[src/rtl/bf16_pkg.sv]
// -----------------------------------------------------------------------------
// bf16_pkg
// Shared definitions for the bfloat16 divider: the packed number format,
// special-value encodings, the divider FSM state type and the number of
// restoring-division iterations.
//
// Build option: BF16_DIV_ROUND_EN -- when defined, the divider runs one extra
// iteration to produce a guard bit and rounds to nearest-even; otherwise the
// quotient is truncated toward zero.
// -----------------------------------------------------------------------------
package bf16_pkg;

   typedef struct packed {
      logic       sign;
      logic [7:0] exp;
      logic [6:0] man;
   } bf16_t;

   localparam int          BF16_BIAS    = 127;
   localparam logic [7:0]  BF16_EXP_MAX = 8'hFF;
   localparam logic [15:0] BF16_QNAN    = 16'hFFFF;

   typedef enum logic [1:0] {
      IDLE   = 2'd0,
      DIVIDE = 2'd1,
      NORM   = 2'd2,
      DONE   = 2'd3
   } div_state_t;

`ifdef BF16_DIV_ROUND_EN
   // 9 quotient bits plus one guard bit
   localparam int BF16_DIV_ITER = 10;
`else
   localparam int BF16_DIV_ITER = 9;
`endif

endpackage

[src/rtl/bf16_classify.sv]
// -----------------------------------------------------------------------------
// bf16_classify
// Combinational operand classifier for bfloat16 values. Subnormals (exponent
// field 0) are reported as zero, so they flush to zero downstream.
//
// Ports:
//   i_val      in  bf16_t  value to classify
//   o_is_neg   out 1       sign bit
//   o_is_zero  out 1       exponent field is 0
//   o_is_inf   out 1       exponent 255, mantissa 0
//   o_is_nan   out 1       exponent 255, mantissa nonzero
// -----------------------------------------------------------------------------
module bf16_classify
   import bf16_pkg::*;
(
   input  bf16_t i_val,
   output logic  o_is_neg,
   output logic  o_is_zero,
   output logic  o_is_inf,
   output logic  o_is_nan
);

   logic w_exp_max;

   assign w_exp_max = (i_val.exp == BF16_EXP_MAX);
   assign o_is_neg  = i_val.sign;
   assign o_is_zero = (i_val.exp == 8'h00);
   assign o_is_inf  = w_exp_max && (i_val.man == 7'h00);
   assign o_is_nan  = w_exp_max && (i_val.man != 7'h00);

endmodule

[src/rtl/bf16_div.sv]
// -----------------------------------------------------------------------------
// bf16_div
// Sequential bfloat16 divider, c = a / b. Special operands resolve in the
// accept cycle; normal operands go through a restoring mantissa divider that
// produces one quotient bit per cycle, then a single normalisation cycle.
//
// Build option: BF16_DIV_ROUND_EN -- round-to-nearest-even (one extra
// iteration); undefined -> truncate toward zero.
//
// Ports:
//   i_clk        in  1   clock, rising edge
//   i_rst        in  1   asynchronous active-high reset
//   i_a          in  16  dividend, sampled on accept
//   i_b          in  16  divisor, sampled on accept
//   i_in_valid   in  1   operands present
//   o_in_ready   out 1   can accept (IDLE only)
//   o_c          out 16  quotient, stable while o_out_valid
//   o_out_valid  out 1   o_c is valid
//   i_out_ready  in  1   consumer takes o_c
// -----------------------------------------------------------------------------
module bf16_div
   import bf16_pkg::*;
(
   input  logic        i_clk,
   input  logic        i_rst,
   input  logic [15:0] i_a,
   input  logic [15:0] i_b,
   input  logic        i_in_valid,
   output logic        o_in_ready,
   output logic [15:0] o_c,
   output logic        o_out_valid,
   input  logic        i_out_ready
);

   localparam int         QW       = BF16_DIV_ITER;
   localparam logic [3:0] LAST_CNT = 4'(BF16_DIV_ITER - 1);

   bf16_t w_a;
   bf16_t w_b;
   logic  w_a_neg, w_a_zero, w_a_inf, w_a_nan;
   logic  w_b_neg, w_b_zero, w_b_inf, w_b_nan;

   assign w_a = bf16_t'(i_a);
   assign w_b = bf16_t'(i_b);

   bf16_classify u_class_a (
      .i_val     (w_a),
      .o_is_neg  (w_a_neg),
      .o_is_zero (w_a_zero),
      .o_is_inf  (w_a_inf),
      .o_is_nan  (w_a_nan)
   );

   bf16_classify u_class_b (
      .i_val     (w_b),
      .o_is_neg  (w_b_neg),
      .o_is_zero (w_b_zero),
      .o_is_inf  (w_b_inf),
      .o_is_nan  (w_b_nan)
   );

   div_state_t        r_state;
   div_state_t        w_state_next;
   logic              r_sign;
   logic signed [9:0] r_exp;
   logic [7:0]        r_mb;
   logic [8:0]        r_rem;
   logic [QW-1:0]     r_q;
   logic [3:0]        r_cnt;
   logic [15:0]       r_c;

   logic              w_accept;
   logic              w_sign;
   logic              w_special;
   logic [15:0]       w_special_c;
   logic signed [9:0] w_exp_in;

   assign w_accept = i_in_valid && o_in_ready;
   assign w_sign   = w_a_neg ^ w_b_neg;

   // Priority: invalid operations first, then infinities, then zeros.
   always_comb begin
      w_special   = 1'b1;
      w_special_c = BF16_QNAN;
      if (w_a_nan || w_b_nan || (w_a_zero && w_b_zero) || (w_a_inf && w_b_inf))
         w_special_c = BF16_QNAN;
      else if (w_b_zero || w_a_inf)
         w_special_c = {w_sign, BF16_EXP_MAX, 7'h00};
      else if (w_a_zero || w_b_inf)
         w_special_c = 16'h0000;
      else
         w_special = 1'b0;
   end

   // The quotient is scaled by 2^8, so bias-1 here and +1 when q's top bit is
   // set puts the exponent right for both quotient ranges (0.5,1) and [1,2).
   assign w_exp_in = 10'({2'b00, w_a.exp}) - 10'({2'b00, w_b.exp}) + 10'(BF16_BIAS - 1);

   // ---------------------------------------------------------------------
   // Restoring division step. r_rem holds the partial remainder already
   // shifted for the next compare; it always stays below 2*mb, so a
   // successful subtraction leaves a value that fits in 8 bits.
   // ---------------------------------------------------------------------
   logic       w_ge;
   logic [7:0] w_diff;
   logic [8:0] w_rem_next;

   assign w_ge       = (r_rem >= {1'b0, r_mb});
   assign w_diff     = r_rem[7:0] - r_mb;
   assign w_rem_next = w_ge ? {w_diff, 1'b0} : {r_rem[7:0], 1'b0};

   // ---------------------------------------------------------------------
   // Normalisation of the finished quotient
   // ---------------------------------------------------------------------
   logic              w_top;
   logic [6:0]        w_man;
   logic              w_carry;
   logic signed [9:0] w_exp_n;
   logic [15:0]       w_norm_c;
`ifdef BF16_DIV_ROUND_EN
   logic [6:0]        w_man_t;
   logic              w_guard;
   logic              w_sticky;
   logic              w_inc;
`endif

   always_comb begin
      w_top = r_q[QW-1];
`ifdef BF16_DIV_ROUND_EN
      w_man_t  = w_top ? r_q[8:2] : r_q[7:1];
      w_guard  = w_top ? r_q[1] : r_q[0];
      // bits below the guard, including any non-zero final remainder
      w_sticky = (w_top & r_q[0]) | (r_rem != 9'd0);
      w_inc    = w_guard & (w_sticky | w_man_t[0]);
      {w_carry, w_man} = {1'b0, w_man_t} + {7'd0, w_inc};
`else
      w_man   = w_top ? r_q[7:1] : r_q[6:0];
      w_carry = 1'b0;
`endif
      w_exp_n = r_exp + 10'(w_top) + 10'(w_carry);
      if (w_exp_n >= 10'sd255)
         w_norm_c = {r_sign, BF16_EXP_MAX, 7'h00};
      else if (w_exp_n <= 10'sd0)
         w_norm_c = 16'h0000;
      else
         w_norm_c = {r_sign, w_exp_n[7:0], w_man};
   end

   // ---------------------------------------------------------------------
   // FSM: state register / next state / outputs
   // ---------------------------------------------------------------------
   always_ff @(posedge i_clk or posedge i_rst) begin
      if (i_rst)
         r_state <= IDLE;
      else
         r_state <= w_state_next;
   end

   always_comb begin
      w_state_next = r_state;
      case (r_state)
         IDLE:    if (w_accept) w_state_next = w_special ? DONE : DIVIDE;
         DIVIDE:  if (r_cnt == LAST_CNT) w_state_next = NORM;
         NORM:    w_state_next = DONE;
         DONE:    if (i_out_ready) w_state_next = IDLE;
         default: w_state_next = IDLE;
      endcase
   end

   always_comb begin
      o_in_ready  = (r_state == IDLE);
      o_out_valid = (r_state == DONE);
   end

   // ---------------------------------------------------------------------
   // Datapath registers
   // ---------------------------------------------------------------------
   always_ff @(posedge i_clk or posedge i_rst) begin
      if (i_rst) begin
         r_sign <= 1'b0;
         r_exp  <= '0;
         r_mb   <= '0;
         r_rem  <= '0;
         r_q    <= '0;
         r_cnt  <= '0;
         r_c    <= '0;
      end else begin
         case (r_state)
            IDLE: begin
               if (w_accept) begin
                  r_sign <= w_sign;
                  r_exp  <= w_exp_in;
                  r_mb   <= {1'b1, w_b.man};
                  r_rem  <= {2'b01, w_a.man};
                  r_q    <= '0;
                  r_cnt  <= '0;
                  if (w_special)
                     r_c <= w_special_c;
               end
            end
            DIVIDE: begin
               r_rem <= w_rem_next;
               r_q   <= {r_q[QW-2:0], w_ge};
               r_cnt <= r_cnt + 4'd1;
            end
            NORM:    r_c <= w_norm_c;
            default: ;
         endcase
      end
   end

   assign o_c = r_c;

endmodule

[config.mk]
export PLATFORM = sky130hd
export DESIGN_NAME = bf16_div
export DESIGN_NICKNAME = d
export VERILOG_FILES = /design/src/rtl/bf16_pkg.sv /design/src/rtl/bf16_classify.sv /design/src/rtl/bf16_div.sv
export SDC_FILE = /design/constraint.sdc
export NUM_CORES = 1
export LEC_CHECK = 0
export BUFFER_PORTS_ARGS = -buffer_cell sky130_fd_sc_hd__buf_2
export CAP_MARGIN = 30
export CORE_MARGIN = 3
export CORE_UTILIZATION = 43
export CTS_CLUSTER_DIAMETER = 200
export DETAILED_ROUTE_END_ITERATION = 10
export HOLD_SLACK_MARGIN = 0.15
export PLACE_DENSITY = 0.74
export REMOVE_ABC_BUFFERS = 1
export SLEW_MARGIN = 25
export SYNTH_ARGS = -nofsm -noshare
export SYNTH_HDL_FRONTEND = slang
export SYNTH_HIERARCHICAL = 1
export SYNTH_SLANG_ARGS = --single-unit
export TNS_END_PERCENT = 1
[constraint.sdc]
create_clock -name i_clk -period 4.1 [get_ports i_clk]
set_clock_uncertainty 0.05 [all_clocks]
set_input_delay 0.41 -clock i_clk [delete_from_list [all_inputs] [get_ports i_clk]]
set_output_delay 0.41 -clock i_clk [all_outputs]
set_load 0.05 [all_outputs]
== Word-level counts from Yosys, hierarchy flattened ==
Cells that the tools add are included.

* Register bits: 59
* Output and inout bits: 18
* Bits of input ports: 36

* Multiplexer cells: 24
* Bitwise operators: 1
* Reduce and logical (&&, ||, !) cells: 25
* Add/subtract/negate cells: 5
* $lt $le $gt $ge: 3
* Eq/ne operators: 10

{| class="wikitable"
|+ Operators with widths
! operator !! number
|-
| $mux 16 || 7
|-
| $pmux 9 s2 || 2
|-
| $pmux 16 s2 || 1
|-
| $mux 9 || 3
|-
| $eq 8x8->1 const B || 2
|-
| $logic_not 8->1 || 2
|-
| $logic_not 7->1 || 2
|-
| $reduce_bool 7->1 || 2
|-
| $add 10x1->10 || 1
|-
| $add 9x8->10 const B || 1
|-
| $ge 10x9->1 const B || 1
|-
| $le 10x1->1 const B || 1
|-
| $ge 9x8->1 || 1
|-
| $sub 8x8->9 || 1
|-
| $mux 2 || 4
|-
| $pmux 2 s4 || 1
|-
| $pmux 4 s2 || 1
|-
| $sub 8x8->8 || 1
|-
| $logic_and 1x1->1 || 7
|-
| $mux 7 || 1
|-
| $ne 2x1->1 const B || 3
|-
| $reduce_and 3->1 || 2
|-
| $logic_or 1x1->1 || 5
|-
| $add 4x1->4 const B || 1
|-
| other kinds (10) || 15
|}

== Longest topological paths before layout ==
Gate-level depths: netlist of run 1.

* Word-level depth: 9
* Gate-level depth with buffers: 11
* Mapped depth without buffers: 11

== By module ==
The synthesis of run 1 kept the hierarchy.

{| class="wikitable"
|+ Modules (own cells, without submodules)
! module !! area an instance (um^2) !! instances !! sequential area each (um^2) !! cells an instance
|-
| bf16_div || 3804.9 || 1 || 1476.4 || 401
|-
| bf16_classify || 83.8 || 2 || 0.0 || 12
|}

== Least setup slack after synthesis of run 1 ==
No wires, ideal clock.

* Path kind: input-to-reg
* From: input i_a[2]
* To: register r_c[3], in the netlist o_c[3]
* Arrival time: 2.311 ns
* Stages on the path: 7
* Setup time: 0.104 ns
* Path buffers: 0
* Setup slack: 1.635 ns
* Data required time: 3.946 ns
* Path through: or4_1 nor4_2 nor4_1 nand2_1 a31oi_1 or3_1 o311ai_1

{| class="wikitable"
|+ RTL lines
! what !! line !! RTL
|-
| start, declared || bf16_div.sv:26 || <nowiki>input logic [15:0] i_a,</nowiki>
|-
| $logic_not 7->1 * || bf16_classify.sv:28 || <nowiki>assign o_is_inf = w_exp_max && (i_val.man == 7'h00);</nowiki>
|-
| $logic_and 1x1->1 * || bf16_classify.sv:28 ||
|-
| via w_a_inf || bf16_div.sv:40 || <nowiki>logic w_a_neg, w_a_zero, w_a_inf, w_a_nan;</nowiki>
|-
| $logic_or 1x1->1 / $logic_and 1x1->1 (equally long branches) || bf16_div.sv:87, bf16_div.sv:85 ||
|-
| $mux 16 / $logic_or 1x1->1 (equally long branches) || bf16_div.sv:87, bf16_div.sv:85 ||
|-
| $mux 16 || bf16_div.sv:85 || <nowiki>if (w_a_nan || w_b_nan || (w_a_zero && w_b_zero) || (w_a_inf && w_b_inf))</nowiki>
|-
| $mux 16 || bf16_div.sv:197 || <nowiki>if (w_special)</nowiki>
|-
| $mux 16 || bf16_div.sv:190 || <nowiki>if (w_accept) begin</nowiki>
|-
| $pmux 16 s2 || bf16_div.sv:188 || <nowiki>case (r_state)</nowiki>
|-
| end signal, assigned || bf16_div.sv:198 || <nowiki>r_c <= w_special_c;</nowiki>
|-
| end signal, assigned || bf16_div.sv:206 || <nowiki>NORM: r_c <= w_norm_c;</nowiki>
|-
| end, declared || bf16_div.sv:70 || <nowiki>logic [15:0] r_c;</nowiki>
|}

Mark *: on every way through the listed nets, which the timed path passes. The rest lies on a longest branch. The select of a mux whose other input is x is not followed.
A chain may end at the register's enable or synchronous reset.

== Final worst setup path of run 1 ==
* From: register r_q[8]
* To: register r_c[13], in the netlist o_c[13]

* Longest elaborated chain between the ends: 5

{| class="wikitable"
|+ RTL lines
! what !! line !! RTL
|-
| start, declared || bf16_div.sv:68 || <nowiki>logic [QW-1:0] r_q;</nowiki>
|-
| start signal, assigned || bf16_div.sv:203 || <nowiki>r_q <= {r_q[QW-2:0], w_ge};</nowiki>
|-
| $add 10x1->10 * || bf16_div.sv:140 || <nowiki>w_exp_n = r_exp + 10'(w_top) + 10'(w_carry);</nowiki>
|-
| $le 10x1->1 || bf16_div.sv:143 || <nowiki>else if (w_exp_n <= 10'sd0)</nowiki>
|-
| $mux 16 || bf16_div.sv:143 ||
|-
| $mux 16 * || bf16_div.sv:141 || <nowiki>if (w_exp_n >= 10'sd255)</nowiki>
|-
| $pmux 16 s2 * || bf16_div.sv:188 ||
|}

Mark *: on every way between the ends. The rest lies on a longest branch, timed or not.

==> results_dict.tcl, run 1 <==
set metrics [dict create \
    tns_ps 0 \
    cp-end-kind "flip-flop" \
    die-area_mm2 0.0104 \
    p_sw_mw 1.75 \
    min_period_ps 2900 \
    max_freq_mhz 344 \
    p_per_area_mw_per_mm2 827 \
    synth_top_cell_by_area "dfrtp_1" \
    wl_mm 8.80 \
    synth_cell_types 62 \
    yosysTopAreaCellShare 0.372 \
    status "completed" \
    multi_input_area_mm2 0.00228 \
    final_cell_mix "dfrtp_1 (59), buf_2 (54), nand2_1 (41)" \
    layout-drive-gt1-share 0.202 \
    vias 3304 \
    slew_viol_final 0 \
    hold_buffers 0 \
    cts_resized 0 \
    post-route-cell-area_mm2 0.00454 \
    ys_warn_count 6 \
    start_kind "flip-flop" \
    cp_max_fo 9 \
    p_comb_frac 0.559 \
    die_height_um 102 \
    synthFlopType "dfrtp_1" \
    critPathArrivalTime_ps 3080 \
    coreArea_mm2 0.00885 \
    total_power_mw 3.75 \
    fin_crit_sh 0.708 \
    synth-edff-count 0 \
    fin_nets 538 \
    die_w_um 102 \
    place_ws_ps 1220 \
    worst_slack_ps 1200 \
    final_common_cell "dfrtp_1" \
    numCtsBuffers 9 \
    cts_max_path_buffers 2 \
    p_leak_nw 2.06 \
    finalHoldViolCount 0 \
    clk_latency_ps 340 \
    gp_congestion 0.884 \
    grt_pass1_vias 3107 \
    track_usage 0.178 \
    synth-async-reset-ratio 1.00 \
    ioPinCount 54 \
    drc 0 \
    rsz0062_at_grt "false" \
    seqCellArea_mm2 0.00148 \
    stdcell_count 588 \
    cts.clk_slew.worst_paths_ps 80 \
    area_growth_pct 14.3 \
    wire_per_inst_um 15.0 \
    post-cts-setup-buffer-count 0 \
    power.internal_mw 2.00 \
    hold_class "input port to async pin" \
    viasPerCell 5.62 \
    clkPwrFrac 0.161 \
    synth_area_per_cell_um2 9.35 \
    cts_sinks 59 \
    overflow 0 \
    grt_pass1_wl_mm 14.8 \
    port_buffers 53 \
    synth_area_leaders "dfrtp_1 (37%), ha_1 (7.9%), nand2_1 (3.9%), a22o_1 (3.3%), inv_1 (3.3%)" \
    antenna_cells 0 \
    seq_power_share 0.280 \
    dp_hpwl_mm 6.54 \
    htree_levels 3 \
    syn_inst 425 \
    postRouteAntennaNets 0 \
    cts_tree "yes" \
    fill_cells 853 \
    drtPass1Iterations 5 \
    root_buffer "clkbuf_8" \
    grt_max_degree 60 \
    setup.worst_path.class "flip-flop to flip-flop" \
    synth-seq-cells 59 \
    dpl_cell_area_mm2 0.00432 \
    crit_required_ps 4280 \
    tightest_slew_ps 894 \
    p_sw_frac 0.467 \
    drt-initial-drc-count 196 \
    rows 34 \
    cap_violations 0 \
    relSlewSlack 0.396 \
    dp_cells 572 \
    antenna_found_initial 0 \
    synth_area_mm2 0.00397 \
    yosysSeqAreaShare 0.372 \
    peakVddDrop_uv 400 \
    initial_core_util 0.449 \
    finalSetupViolations 0 \
]
## kinds of logic (layout without fill, tap and decap cells)
logic type,after synthesis,count (layout),share of synthesized area
buffers and inverters,53,108,0.0545
multiplexers,20,20,0.0529
adder cells (fa/ha/maj),27,27,0.0888
AO/OA/AOI/OAI,115,115,0.216
XOR/XNOR,20,20,0.0441
AND/OR/NAND/NOR,131,131,0.172
flip-flops,59,59,0.372
## final timing paths
check                      startpoint        to  slack, ps  cells after the start
min                             i_rst    o_c[2]        230                      3
max reg2reg                    r_q[8]   o_c[13]       1200                      9
max                            r_q[8]   o_c[13]       1200                      9
min reg2reg                   r_mb[7]   r_mb[7]        410                      2
min in group i_clk             i_b[3]   r_mb[3]        270                      2
max in group asynchronous       i_rst  r_rem[7]       3270                      3
## power groups by stage
stage                     registers, mW  clock network [mW]  logic [mW]
after global routing               1.10               0.650        2.32
after floorplan                    1.29                   0        1.38
final                              1.05               0.605        2.10
after CTS                          1.05               0.619        2.10
after global placement             1.05                   0        2.02
after detailed placement           1.06                   0        2.08
## cell type report
type                       count  share of cell area
clock buffer                   9              0.0273
clock inverter                 7              0.0221
inverter                      35              0.0289
multi-input combinational    313               0.502
sequential                    59               0.325
tap                          108              0.0298
timing repair buffer          57              0.0645
## registers in the layout, indices dropped and copies added (netlist names)
register and cells:
r_rem 9, r_sign 1, r_mb 8, r_state 2, r_q 9, r_cnt 4, o_c 16, r_exp 10
## critical path, cell delays in order (launching register included)
cell and delay [ps]:
dfrtp_1 630, ha_1 260, ha_1 240, and4_1 410, xnor2_1 160, nand3_1 90, o31a_1 140, o41a_4 480
nor2b_1 150, o22a_1 180
## metal layers
metal	GRT usage	wire length [um]	part of all wire
met5	0	0	0
met4	0.0434	64	0.0073
met3	0.0451	538	0.061
met2	0.284	4060	0.46
met1	0.245	4130	0.47
## synth_stat cells (2+ instances only)
library cell and number:
dfrtp_1 59, nand2_1 41, inv_1 35, nor2_1 27, ha_1 25, o21ai_0 24
a22o_1 15, a21oi_1 14, xnor2_1 13, clkbuf_1 12, mux2i_1 12, nand3_1 9
mux2_2 8, a21o_1 7, a31oi_1 7, nor2b_1 7, xor2_1 7, nor3_1 6
or4_1 6, a211oi_1 5, nand4_1 5, nor4_1 5, o21ai_1 5, nand3b_1 4
o311ai_1 4, or3_1 4, o211ai_1 3, o21a_1 3, o221a_1 3, o22ai_1 3
o311ai_2 3, o31a_1 3, a32o_1 2, and3_1 2, and4_1 2, buf_2 2
buf_4 2, fa_1 2, nand2b_1 2, nor3b_1 2, nor4_2 2, o221a_2 2
o311ai_0 2
## per-stage QoR
| step | util | hold WS, ps |
|---|---|---|
| 2_1_floorplan | - | 368 |
| 3_3_place_gp | 0.487 | 385 |
| 3_5_place_dp | 0.488 | 396 |
| 4_1_cts | 0.513 | 240 |
| 5_1_grt | 0.513 | 265 |
| 6_report | 0.513 | 225 |
Note: power is estimated with default switching activity, not from simulation.
==> run 2: changes to the inputs <==
PLACE_DENSITY = 0.76   (was 0.74)
clock period = 2.35 ns   (was 4.1 ns; I/O delays follow)
==> run 2 against run 1 <==
Sequential share of layout area is 2.4 points lower. Combinational power increased by 90%. Sequential power up 76%. Critical endpoint is now o_c[8]. Largest cell class unchanged. Highest routed layer unchanged.
==> results_dict.tcl, run 2 (synthesized netlist as in run 1, its figures left out) <==
set metrics [dict create \
    max_freq_mhz 429 \
    whs_path_depth 3 \
    tightest_slew_ps 646 \
    rsz0062_at_grt "true" \
    grt_max_degree 32 \
    cts_max_path_buffers 2 \
    ioPinCount 54 \
    grt_pass1_wl_mm 16.6 \
    final_cell_mix "dfrtp_1 (59), buf_2 (53), nand2_1 (41)" \
    status "completed" \
    dpl_cell_area_mm2 0.00457 \
    rows 34 \
    peakVddDrop_uv 707 \
    post-route-cell-area_mm2 0.00490 \
    post-route-util 0.553 \
    p_leak_nw 2.24 \
    port_buffers 53 \
    cp_max_fo 7 \
    largest_reg_flops 16 \
    die-area_mm2 0.0104 \
    hold_class "input port to flip-flop" \
    critPathArrivalTime_ps 2510 \
    crit_top_cell "ha_4" \
    wire_per_inst_um 15.3 \
    die_w_um 102 \
    relSlewSlack 0.569 \
    antenna_found_initial 0 \
    cts_sinks 59 \
    slew_viol_final 0 \
    start_kind "flip-flop" \
    track_usage 0.200 \
    layout-drive-gt1-share 0.263 \
    numCtsBuffers 9 \
    die_height_um 102 \
    rr_worst_depth 9 \
    p_per_area_mw_per_mm2 1390 \
    postRouteAntennaNets 0 \
    setup.worst_path.class "flip-flop to flip-flop" \
    finalSetupViolations 0 \
    cap_violations 0 \
    cp-end-kind "flip-flop" \
    initial_core_util 0.449 \
    drtPass1Iterations 4 \
    antenna_cells 0 \
    vias 3496 \
    wl_mm 9.58 \
    grt_pass1_vias 3630 \
    clk_latency_ps 350 \
    gp_congestion 0.848 \
    crit_chain "ha_4, ha_4, and4_4, nor3b_1, o2bb2ai_1, a32o_1, a41oi_4, nand2_1, o221a_1" \
    drc 0 \
    root_buffer "clkbuf_8" \
    fin_crit_sh 0.992 \
    slowest_stage "dfrtp_1" \
    min_period_ps 2330 \
    finalHoldViolCount 0 \
    cp_slowest_stage_delay_ps 400 \
    dp_hpwl_mm 7.43 \
    coreArea_mm2 0.00885 \
    cts.clk_slew.worst_paths_ps 70 \
    overflow 0 \
    fin_nets 576 \
    drt-initial-drc-count 150 \
    htree_levels 3 \
    viasPerCell 5.58 \
    crit_required_ps 2530 \
    final_common_cell "dfrtp_1" \
    area_growth_pct 23.2 \
    post-cts-setup-buffer-count 0 \
    cts_tree "yes" \
]
## run 2: stage by stage
step	TNS (ps)	hold WS, ps	total power [mW]	std cells	worst slack [ps]
after global placement	-487	290	5.62	604	-78.5
after global routing	-964	185	7.40	626	-106
after detailed placement	-1950	314	5.77	604	-162
after floorplan	-10730	336	4.66	407	-469
after CTS	0	175	6.82	626	13.7
final	0	189	6.80	626	19.6
## run 2: layout make-up
type,instances,area (um2)
Fill cell,790,3950
Multi-Input combinational cell,313,2340
Sequential cell,59,1480
Timing Repair Buffer,95,608
Clock buffer,10,138
Tap cell,108,135
Inverter,35,131
Clock inverter,6,65.1
## run 2: path summary, 6_finish.rpt
check                        start       end  slack (ps)
max                         r_q[8]    o_c[8]          20
min                         i_b[5]   r_mb[5]         190
max reg2reg                 r_q[8]    o_c[8]          20
min reg2reg                r_mb[7]   r_mb[7]         400
max in group asynchronous    i_rst  r_cnt[0]        1170
min in group asynchronous    i_rst   o_c[10]         470
## run 2: critical path, delay by kind of cell (launching register included)
| kind | cells | cell delay, ps |
|---|---|---|
| DFF | 1 | 400 |
| adders and majority gates | 2 | 300 |
| AOI/OAI and AO/OA | 4 | 930 |
| and+or+nand+nor | 3 | 520 |
## run 2: power by group
part,switching [mW],internal (mW),leakage [nW]
logic,2.33,1.66,1.40
clock network,0.437,0.518,0.102
registers,0.379,1.47,0.731
total,3.14,3.65,2.24
## run 2: timing repair
item                                    CTS  global route
endpoints found under the setup margin   15            22
gates resized for setup                   9             3
endpoints found under the hold margin    33             0
hold buffers                              6             0
pin swaps                                 3             1
## run 2: metal layers
| layer | global-route usage | part of all wire | wire [um] | vias to the layer above |
|---|---|---|---|---|
| met2 | 0.342 | 0.48 | 4620 | 87 |
| met3 | 0.0464 | 0.052 | 494 | 24 |
| li1 | - | - | - | 1733 |
| met5 | 0 | 0 | 0 | - |
| met1 | 0.249 | 0.44 | 4250 | 1652 |
| met4 | 0.0666 | 0.022 | 214 | 0 |
